==> config.mk <==
export PLATFORM = sky130hd
export DESIGN_NAME = multicycle_controller_flat
export DESIGN_NICKNAME = d
export VERILOG_FILES = /design/src/rtl/mc_pkg.sv /design/src/rtl/multicycle_controller_if.sv /design/src/rtl/mc_alu_decoder.sv /design/src/rtl/multicycle_controller.sv /design/src/flat_wrapper.sv
export SDC_FILE = /design/constraint.sdc
export NUM_CORES = 1
export LEC_CHECK = 0
export BUFFER_PORTS_ARGS = -buffer_cell sky130_fd_sc_hd__buf_2
export CAP_MARGIN = 20
export CORE_MARGIN = 4
export CORE_UTILIZATION = 45
export CTS_BUF_LIST = sky130_fd_sc_hd__clkbuf_16
export DETAILED_ROUTE_END_ITERATION = 10
export PLACE_DENSITY = 0.76
export SETUP_SLACK_MARGIN = 0.1
export SYNTH_ARGS = -nofsm -noshare
export SYNTH_HDL_FRONTEND = slang
export SYNTH_HIERARCHICAL = 1
export SYNTH_SLANG_ARGS = --single-unit
==> constraint.sdc <==
create_clock -name clk -period 1.4 [get_ports clk]
set_input_delay 0.07 -clock clk [delete_from_list [all_inputs] [get_ports clk]]
set_output_delay 0.07 -clock clk [all_outputs]
set_load 0.02 [all_outputs]
==> src/rtl/mc_pkg.sv <==
// ============================================================================
// Module      : mc_pkg
// Description : Shared types and encodings for the multicycle controller.
// Revision    : 1.0 - initial release
// ============================================================================
`default_nettype none

package mc_pkg;

  typedef enum logic [3:0] {
    S_FETCH  = 4'd0,
    S_DECODE = 4'd1,
    S_EXECR  = 4'd2,
    S_EXECI  = 4'd3,
    S_ALUWB  = 4'd4,
    S_MEMADR = 4'd5,
    S_MEMRD  = 4'd6,
    S_MEMWB  = 4'd7,
    S_MEMWR  = 4'd8,
    S_BRANCH = 4'd9
  } state_t;

  localparam logic [1:0] SRCB_RD2   = 2'b00;
  localparam logic [1:0] SRCB_IMM   = 2'b01;
  localparam logic [1:0] SRCB_FOUR  = 2'b10;

  localparam logic [1:0] RES_ALUOUT = 2'b00;
  localparam logic [1:0] RES_DATA   = 2'b01;
  localparam logic [1:0] RES_ALU    = 2'b10;

  localparam logic [1:0] OP_DP      = 2'b00;
  localparam logic [1:0] OP_MEM     = 2'b01;
  localparam logic [1:0] OP_BR      = 2'b10;

endpackage

`default_nettype wire

==> src/rtl/multicycle_controller_if.sv <==
// ============================================================================
// Module      : multicycle_controller_if
// Description : Instruction-field inputs and datapath controls of the core.
// Revision    : 1.0 - initial release
// ============================================================================
`default_nettype none

interface multicycle_controller_if;

  logic [1:0] Op;
  logic [2:0] Funct;
  logic [3:0] Rd;
  logic       CondEx;

  logic       IRWrite;
  logic       AdrSrc;
  logic       ALUSrcA;
  logic [1:0] ALUSrcB;
  logic [1:0] ALUControl;
  logic [1:0] ResultSrc;
  logic [1:0] ImmSrc;
  logic [1:0] RegSrc;
  logic       PCWrite;
  logic       RegW;
  logic       MemW;
  logic [1:0] FlagW;
  logic       Illegal;
  logic       InstrDone;

  // Controller side
  modport master (
    input  Op, Funct, Rd, CondEx,
    output IRWrite, AdrSrc, ALUSrcA, ALUSrcB, ALUControl, ResultSrc,
           ImmSrc, RegSrc, PCWrite, RegW, MemW, FlagW, Illegal, InstrDone
  );

  // Datapath side
  modport slave (
    output Op, Funct, Rd, CondEx,
    input  IRWrite, AdrSrc, ALUSrcA, ALUSrcB, ALUControl, ResultSrc,
           ImmSrc, RegSrc, PCWrite, RegW, MemW, FlagW, Illegal, InstrDone
  );

endinterface

`default_nettype wire

==> src/rtl/mc_alu_decoder.sv <==
// ============================================================================
// Module      : mc_alu_decoder
// Description : DP command to ALU operation and flag-write enables.
// Revision    : 1.0 - initial release
// ============================================================================
`default_nettype none

module mc_alu_decoder (
  input  wire logic       alu_op,
  input  wire logic [1:0] cmd,
  input  wire logic       cond_ex_r,
  output logic      [1:0] alu_control,
  output logic      [1:0] flag_w
);

  always_comb begin
    alu_control = 2'b00;
    flag_w      = 2'b00;
    if (alu_op) begin
      case (cmd)
        2'b00: alu_control = 2'b00;
        2'b01: alu_control = 2'b01;
        2'b10: begin
          alu_control = 2'b01;
          flag_w      = {2{cond_ex_r}};
        end
        // Unimplemented command performs no writes, flags included
        default: alu_control = 2'b00;
      endcase
    end
  end

endmodule

`default_nettype wire

==> src/rtl/multicycle_controller.sv <==
// ============================================================================
// Module      : multicycle_controller
// Description : Multicycle control FSM sequencing ALU, memory, IR and regfile.
// Revision    : 1.0 - initial release
// ============================================================================
`default_nettype none

module multicycle_controller
  import mc_pkg::*;
#(
  parameter state_t RESET_STATE = S_FETCH,
  parameter int     PC_INC      = 4
) (
  input  wire logic             clk,
  input  wire logic             reset,
  multicycle_controller_if.master bus
);

  if (PC_INC != 4) begin : g_pc_inc_check
    $error("multicycle_controller: datapath constant operand must be 4");
  end

  state_t     state_d, state_q;
  logic       cond_ex_r_d, cond_ex_r_q;
  logic       alu_op;
  logic [1:0] alu_control;
  logic [1:0] flag_w;
  logic [1:0] imm_src;
  logic [1:0] reg_src;
  logic       rd_is_pc;

  mc_alu_decoder u_alu_decoder (
    .alu_op      (alu_op),
    .cmd         (bus.Funct[1:0]),
    .cond_ex_r   (cond_ex_r_q),
    .alu_control (alu_control),
    .flag_w      (flag_w)
  );

  assign alu_op   = (state_q == S_EXECR) || (state_q == S_EXECI);
  assign rd_is_pc = (bus.Rd == 4'b1111);

  always_comb begin
    imm_src = 2'b00;
    reg_src = 2'b00;
    case (bus.Op)
      OP_MEM: begin
        imm_src = 2'b01;
        reg_src = bus.Funct[2] ? 2'b00 : 2'b10;
      end
      OP_BR: begin
        imm_src = 2'b10;
        reg_src = 2'b01;
      end
      default: ;
    endcase
  end

  always_comb begin
    state_d        = state_q;
    cond_ex_r_d    = cond_ex_r_q;
    bus.IRWrite    = 1'b0;
    bus.AdrSrc     = 1'b0;
    bus.ALUSrcA    = 1'b0;
    bus.ALUSrcB    = SRCB_RD2;
    bus.ALUControl = alu_control;
    bus.ResultSrc  = RES_ALUOUT;
    bus.ImmSrc     = (state_q == S_FETCH) ? 2'b00 : imm_src;
    bus.RegSrc     = (state_q == S_FETCH) ? 2'b00 : reg_src;
    bus.PCWrite    = 1'b0;
    bus.RegW       = 1'b0;
    bus.MemW       = 1'b0;
    bus.FlagW      = flag_w;
    bus.Illegal    = 1'b0;
    bus.InstrDone  = 1'b0;

    case (state_q)
      S_FETCH: begin
        bus.IRWrite   = 1'b1;
        bus.ALUSrcA   = 1'b1;
        bus.ALUSrcB   = SRCB_FOUR;
        bus.ResultSrc = RES_ALU;
        bus.PCWrite   = 1'b1;
        state_d       = S_DECODE;
      end
      S_DECODE: begin
        bus.ALUSrcA = 1'b1;
        bus.ALUSrcB = SRCB_FOUR;
        cond_ex_r_d = bus.CondEx;
        case (bus.Op)
          OP_DP:   state_d = bus.Funct[2] ? S_EXECI : S_EXECR;
          OP_MEM:  state_d = S_MEMADR;
          OP_BR:   state_d = S_BRANCH;
          default: begin
            bus.Illegal   = 1'b1;
            bus.InstrDone = 1'b1;
            state_d       = S_FETCH;
          end
        endcase
      end
      S_EXECR, S_EXECI: begin
        bus.ALUSrcB = (state_q == S_EXECI) ? SRCB_IMM : SRCB_RD2;
        case (bus.Funct[1:0])
          2'b10: begin
            bus.InstrDone = 1'b1;
            state_d       = S_FETCH;
          end
          2'b11: begin
            bus.Illegal   = 1'b1;
            bus.InstrDone = 1'b1;
            state_d       = S_FETCH;
          end
          default: state_d = S_ALUWB;
        endcase
      end
      S_ALUWB, S_MEMWB: begin
        bus.ResultSrc = (state_q == S_MEMWB) ? RES_DATA : RES_ALUOUT;
        bus.RegW      = cond_ex_r_q & ~rd_is_pc;
        bus.PCWrite   = cond_ex_r_q & rd_is_pc;
        bus.InstrDone = 1'b1;
        state_d       = S_FETCH;
      end
      S_MEMADR: begin
        bus.ALUSrcB = SRCB_IMM;
        state_d     = bus.Funct[2] ? S_MEMRD : S_MEMWR;
      end
      S_MEMRD: begin
        bus.AdrSrc = 1'b1;
        state_d    = S_MEMWB;
      end
      S_MEMWR: begin
        bus.AdrSrc    = 1'b1;
        bus.MemW      = cond_ex_r_q;
        bus.InstrDone = 1'b1;
        state_d       = S_FETCH;
      end
      S_BRANCH: begin
        bus.ALUSrcB   = SRCB_IMM;
        bus.ResultSrc = RES_ALU;
        bus.PCWrite   = cond_ex_r_q;
        bus.InstrDone = 1'b1;
        state_d       = S_FETCH;
      end
      default: state_d = S_FETCH;
    endcase

    // Synchronous reset still blanks every control in the cycle it is high
    if (reset) begin
      bus.IRWrite    = 1'b0;
      bus.AdrSrc     = 1'b0;
      bus.ALUSrcA    = 1'b0;
      bus.ALUSrcB    = 2'b00;
      bus.ALUControl = 2'b00;
      bus.ResultSrc  = 2'b00;
      bus.ImmSrc     = 2'b00;
      bus.RegSrc     = 2'b00;
      bus.PCWrite    = 1'b0;
      bus.RegW       = 1'b0;
      bus.MemW       = 1'b0;
      bus.FlagW      = 2'b00;
      bus.Illegal    = 1'b0;
      bus.InstrDone  = 1'b0;
    end
  end

  always_ff @(posedge clk) begin
    if (reset) begin
      state_q     <= RESET_STATE;
      cond_ex_r_q <= 1'b0;
    end else begin
      state_q     <= state_d;
      cond_ex_r_q <= cond_ex_r_d;
    end
  end

endmodule

`default_nettype wire
==> src/flat_wrapper.sv <==
// flat-port wrapper written by rule: the top's interface ports become plain ports
module multicycle_controller_flat import mc_pkg::*;
#(
  parameter state_t RESET_STATE = S_FETCH,
  parameter int     PC_INC      = 4
)
  (clk, reset, bus_Op, bus_Funct, bus_Rd, bus_CondEx, bus_IRWrite, bus_AdrSrc, bus_ALUSrcA, bus_ALUSrcB, bus_ALUControl, bus_ResultSrc, bus_ImmSrc, bus_RegSrc, bus_PCWrite, bus_RegW, bus_MemW, bus_FlagW, bus_Illegal, bus_InstrDone);
  multicycle_controller_if bus_i ();
  input  wire logic clk;
  input  wire logic reset;
  input wire logic [$bits(bus_i.Op)-1:0] bus_Op;
  input wire logic [$bits(bus_i.Funct)-1:0] bus_Funct;
  input wire logic [$bits(bus_i.Rd)-1:0] bus_Rd;
  input wire logic [$bits(bus_i.CondEx)-1:0] bus_CondEx;
  output wire logic [$bits(bus_i.IRWrite)-1:0] bus_IRWrite;
  output wire logic [$bits(bus_i.AdrSrc)-1:0] bus_AdrSrc;
  output wire logic [$bits(bus_i.ALUSrcA)-1:0] bus_ALUSrcA;
  output wire logic [$bits(bus_i.ALUSrcB)-1:0] bus_ALUSrcB;
  output wire logic [$bits(bus_i.ALUControl)-1:0] bus_ALUControl;
  output wire logic [$bits(bus_i.ResultSrc)-1:0] bus_ResultSrc;
  output wire logic [$bits(bus_i.ImmSrc)-1:0] bus_ImmSrc;
  output wire logic [$bits(bus_i.RegSrc)-1:0] bus_RegSrc;
  output wire logic [$bits(bus_i.PCWrite)-1:0] bus_PCWrite;
  output wire logic [$bits(bus_i.RegW)-1:0] bus_RegW;
  output wire logic [$bits(bus_i.MemW)-1:0] bus_MemW;
  output wire logic [$bits(bus_i.FlagW)-1:0] bus_FlagW;
  output wire logic [$bits(bus_i.Illegal)-1:0] bus_Illegal;
  output wire logic [$bits(bus_i.InstrDone)-1:0] bus_InstrDone;
  assign bus_i.Op = bus_Op;
  assign bus_i.Funct = bus_Funct;
  assign bus_i.Rd = bus_Rd;
  assign bus_i.CondEx = bus_CondEx;
  assign bus_IRWrite = bus_i.IRWrite;
  assign bus_AdrSrc = bus_i.AdrSrc;
  assign bus_ALUSrcA = bus_i.ALUSrcA;
  assign bus_ALUSrcB = bus_i.ALUSrcB;
  assign bus_ALUControl = bus_i.ALUControl;
  assign bus_ResultSrc = bus_i.ResultSrc;
  assign bus_ImmSrc = bus_i.ImmSrc;
  assign bus_RegSrc = bus_i.RegSrc;
  assign bus_PCWrite = bus_i.PCWrite;
  assign bus_RegW = bus_i.RegW;
  assign bus_MemW = bus_i.MemW;
  assign bus_FlagW = bus_i.FlagW;
  assign bus_Illegal = bus_i.Illegal;
  assign bus_InstrDone = bus_i.InstrDone;
  multicycle_controller #(.RESET_STATE(RESET_STATE), .PC_INC(PC_INC)) u_core (.clk(clk), .reset(reset), .bus(bus_i));
endmodule
==> impl_metrics.sql <==
INSERT INTO impl_metrics (metric_group, metric, value, unit) VALUES
('outcome', 'outcome', 'finished, violations left', ''),
('outcome', 'failed_checks', 'setup timing', ''),
('finish', 'antenna_fix_cells', '0', ''),
('synthesis', 'synth-seq-area-share', '13.3', '%'),
('worst_setup_path', 'worst_setup_path_start_kind', 'flip-flop', ''),
('worst_hold_path', 'min_to', 'u_core/cond_ex_r_q$_SDFFE_PP0P_', ''),
('place', 'placed_cell_area', '986', 'µm²'),
('worst_setup_path', 'endpoint_kind', 'output pin', ''),
('drt', 'avgRoutedWirePerCell', '19.3', 'µm'),
('worst_hold_path', 'type_of_the_worst_min_delay_path', 'input pin to flip-flop', ''),
('synthesis', 'syn-num-nets', '113', ''),
('clock_tree', 'cts.hold.buffers_added', '0', ''),
('synthesis', 'synth_cells', '95', ''),
('synthesis', 'yosys_warnings', '6', ''),
('worst_setup_path', 'worst-path-max-fanout', '4', ''),
('pwr', 'design_power_total', '0.00112', 'W'),
('synthesis', 'post_synth_num_cell_types', '42', ''),
('die', 'initial_core_util', '48.9', '%'),
('global_route', 'grt_first_pass_wirelength', '4230', 'µm'),
('drt', 'totalWireLength', '3100', 'µm'),
('finish', 'fin_area', '0.00142', 'mm²'),
('job', 'max-cap-violations', '0', ''),
('finish', 'areaGrowthSynthToFinish', '88.7', '%'),
('place', 'routabilityCongestion', '0.784', ''),
('pwr', 'p_sw_share', '31.9', '%'),
('global_route', 'number_of_antenna_violations_at_the_first_check_in_global_routing', '0', ''),
('clock_tree', 'cts_tree', 'done', ''),
('synthesis', 'ys_ff_latch', '5', ''),
('finish', 'fillerInstances', '51', ''),
('timing', 'timing.final.crit_period', '1.68', 'ns'),
('clock_tree', 'cts.htree.levels', '1', ''),
('timing', 'final-max-slew-violation-count', '0', ''),
('synthesis', 'avgSynthCellArea', '7.94', 'µm²'),
('pwr', 'comb_power_share', '42.3', '%'),
('drt', 'drt_first_iter_violations', '26', ''),
('global_route', 'number_of_global_route_vias_before_repair', '930', ''),
('die', 'die_w', '48.9', 'µm'),
('timing', 'final_hold_viol_count', '0', ''),
('timing', 'skew', '0.00728', 'ns'),
('synthesis', 'asyncSetResetFlopFracSynth', '0', '%'),
('pwr', 'power.switching', '0.000358', 'W'),
('worst_setup_path', 'regToRegStartpoint', 'u_core/state_q[1]$_SDFF_PP0_', ''),
('die', 'top_level_ports', '32', ''),
('clock_tree', 'cts_buffers', '3', ''),
('synthesis', 'syn-cell-area', '754', 'µm²'),
('clock_tree', 'cts.reportedPaths.clkPinSlew', '0.03', 'ns'),
('die', 'fp.dieH', '48.9', 'µm'),
('pwr', 'power.clock.fraction', '42.1', '%'),
('clock_tree', 'tritoncts_num_sinks', '5', ''),
('die', 'fp.dieArea', '0.00240', 'mm²'),
('worst_setup_path', 'worst_ep_required_time', '1.33', 'ns'),
('worst_hold_path', 'min_path_cells', '3', ''),
('worst_setup_path', 'r2r_path_end', 'u_core/cond_ex_r_q$_SDFFE_PP0P_', ''),
('pwr', 'p_int', '0.000765', 'W'),
('clock_tree', 'cts_root_buf', 'sky130_fd_sc_hd__clkbuf_16', ''),
('timing', 'setup_viol_count_final', '17', ''),
('timing', 'setup_ws_post_layout', '-0.282', 'ns'),
('clock_tree', 'ctsLongestPathBuffers', '2', ''),
('drt', 'routed-via-count', '954', ''),
('global_route', 'grt_usage', '21.7', '%'),
('pwr', 'pwr-share-seq', '15.6', '%'),
('clock_tree', 'worst_skew_pair.late_latency', '0.23', 'ns'),
('synthesis', 'flip_flop_cell_with_the_highest_count_after_synthesis', 'sky130_fd_sc_hd__dfxtp_1', ''),
('worst_setup_path', 'worst-r2r-cell-count', '5', ''),
('worst_setup_path', 'critPathKind', 'flip-flop to output pin', ''),
('worst_setup_path', 'critPathArrivalTime', '1.61', 'ns'),
('place', 'io_buffer_count', '30', ''),
('pwr', 'ir_worst_vdd', '1420', 'µV'),
('global_route', 'grt_max_degree', '9', ''),
('place', 'pre_cts_setup_slack', '0.0149', 'ns'),
('die', 'fp-row-count', '14', '');
-- power groups by stage --
stage / Clock, W / Combinational (W) / Sequential (W)
after floorplan: 0 / 0.000232 / 0.000168
after global placement: 0 / 0.000304 / 0.000178
after detailed placement: 0 / 0.000310 / 0.000179
after CTS: 0.000460 / 0.000412 / 0.000173
after global routing: 0.000494 / 0.000500 / 0.000175
final: 0.000473 / 0.000475 / 0.000175
-- kinds of logic after synthesis --
family | Yosys count | share of synthesized area (%)
other | 1 | 0.497
and+or+nand+nor | 42 | 40.5
AOI/OAI and AO/OA | 17 | 13.9
muxes | 3 | 4.15
buffers and inverters | 18 | 14.3
xor gates and xnor gates | 3 | 3.48
DFF | 5 | 13.3
adders and majority gates | 6 | 9.95
-- what timing repair did --
action,in CTS,in global routing
pin swaps,15,9
resized for setup,43,27
hold endpoints to repair,0,0
setup buffers,15,4
setup endpoints to repair,22,23
-- Yosys cell counts, types with 2 or more instances --
| master | n | area [µm²] |
|---|---|---|
| sky130_fd_sc_hd__xor2_1 | 2 | 17.5 |
| sky130_fd_sc_hd__nand2_1 | 3 | 11.3 |
| sky130_fd_sc_hd__inv_1 | 6 | 22.5 |
| sky130_fd_sc_hd__nor2b_1 | 7 | 43.8 |
| sky130_fd_sc_hd__a31oi_1 | 2 | 12.5 |
| sky130_fd_sc_hd__and3b_1 | 2 | 17.5 |
| sky130_fd_sc_hd__a21oi_1 | 7 | 35.0 |
| sky130_fd_sc_hd__ha_1 | 6 | 75.1 |
| sky130_fd_sc_hd__nor4_1 | 2 | 12.5 |
| sky130_fd_sc_hd__a22oi_1 | 2 | 15.0 |
| sky130_fd_sc_hd__buf_4 | 8 | 60.1 |
| sky130_fd_sc_hd__nor2_1 | 7 | 26.3 |
| sky130_fd_sc_hd__nor3b_2 | 2 | 25.0 |
| sky130_fd_sc_hd__nor3_1 | 3 | 15.0 |
| sky130_fd_sc_hd__mux2i_1 | 2 | 20.0 |
| sky130_fd_sc_hd__nor3b_1 | 2 | 15.0 |
| sky130_fd_sc_hd__buf_2 | 2 | 10.0 |
| sky130_fd_sc_hd__o21ai_0 | 2 | 10.0 |
| sky130_fd_sc_hd__dfxtp_1 | 5 | 100 |
-- worst max-delay path, stage by stage (launching register included) --
cell and delay, ns:
sky130_fd_sc_hd__dfxtp_4 0.36, sky130_fd_sc_hd__buf_4 0.14, sky130_fd_sc_hd__nor3_1 0.26, sky130_fd_sc_hd__nand2_1 0.16, sky130_fd_sc_hd__a311oi_4 0.32, sky130_fd_sc_hd__buf_6 0.15
-- worst max-delay path by stage --
stage                            startpoint            end  cells after the start
2_1_floorplan  u_core/state_q[2]$_SDFF_PP0_    bus_IRWrite                      3
3_3_place_gp   u_core/state_q[1]$_SDFF_PP0_   bus_FlagW[0]                      4
3_5_place_dp   u_core/state_q[0]$_SDFF_PP0_  bus_RegSrc[1]                      5
4_1_cts        u_core/state_q[3]$_SDFF_PP0_    bus_PCWrite                      5
5_1_grt        u_core/state_q[0]$_SDFF_PP0_    bus_PCWrite                      5
6_report       u_core/state_q[0]$_SDFF_PP0_    bus_PCWrite                      5
-- flip-flops by register name, summed over array words and instances, names as in the netlist --
signal,count
u_core/cond_ex_r_q,1
u_core/state_q,4
-- metal layers --
layer | wire, µm | GRT usage, %
met3 | 289 | 8.56
met2 | 1540 | 36.5
met1 | 1200 | 24.9
met5 | 0 | 0
met4 | 74 | 6.73
-- placed cells by master, fill, tap and decap left out, types with 2 or more instances in the layout --
master / n
sky130_fd_sc_hd__nor3_1: 2
sky130_fd_sc_hd__nor2b_2: 2
sky130_fd_sc_hd__clkbuf_16: 3
sky130_fd_sc_hd__dfxtp_4: 4
sky130_fd_sc_hd__inv_1: 6
sky130_fd_sc_hd__nand2_1: 3
sky130_fd_sc_hd__ha_1: 6
sky130_fd_sc_hd__buf_6: 18
sky130_fd_sc_hd__a21oi_2: 4
sky130_fd_sc_hd__nor2b_4: 4
sky130_fd_sc_hd__a21oi_1: 3
sky130_fd_sc_hd__buf_2: 13
sky130_fd_sc_hd__and3b_1: 2
sky130_fd_sc_hd__a22oi_1: 2
sky130_fd_sc_hd__nor3b_2: 3
sky130_fd_sc_hd__buf_4: 27
sky130_fd_sc_hd__nor2b_1: 2
sky130_fd_sc_hd__nor2_1: 5
sky130_fd_sc_hd__nor4_2: 2
-- cell type report --
type | count | area, µm² | share of cell area [%]
multi-input combinational | 72 | 713 | 50.1
timing repair buffer | 58 | 470 | 33.0
inverter | 6 | 26.3 | 1.85
clock buffer | 3 | 75.1 | 5.27
sequential | 5 | 115 | 8.08
tap | 16 | 20.0 | 1.41
clock inverter | 1 | 3.75 | 0.264
-- stage by stage --
step	cells	utilization, %	setup TNS [ns]	hold WS [ns]
6_report	161	92.4	-2.00	0.113
5_1_grt	161	92.4	-2.76	0.135
4_1_cts	159	84.6	-1.18	0.0912
3_5_place_dp	141	64.0	0	0.327
3_3_place_gp	141	64.0	0	0.308
2_1_floorplan	95	-	0	0.194
(Power assumes the default switching activity.)
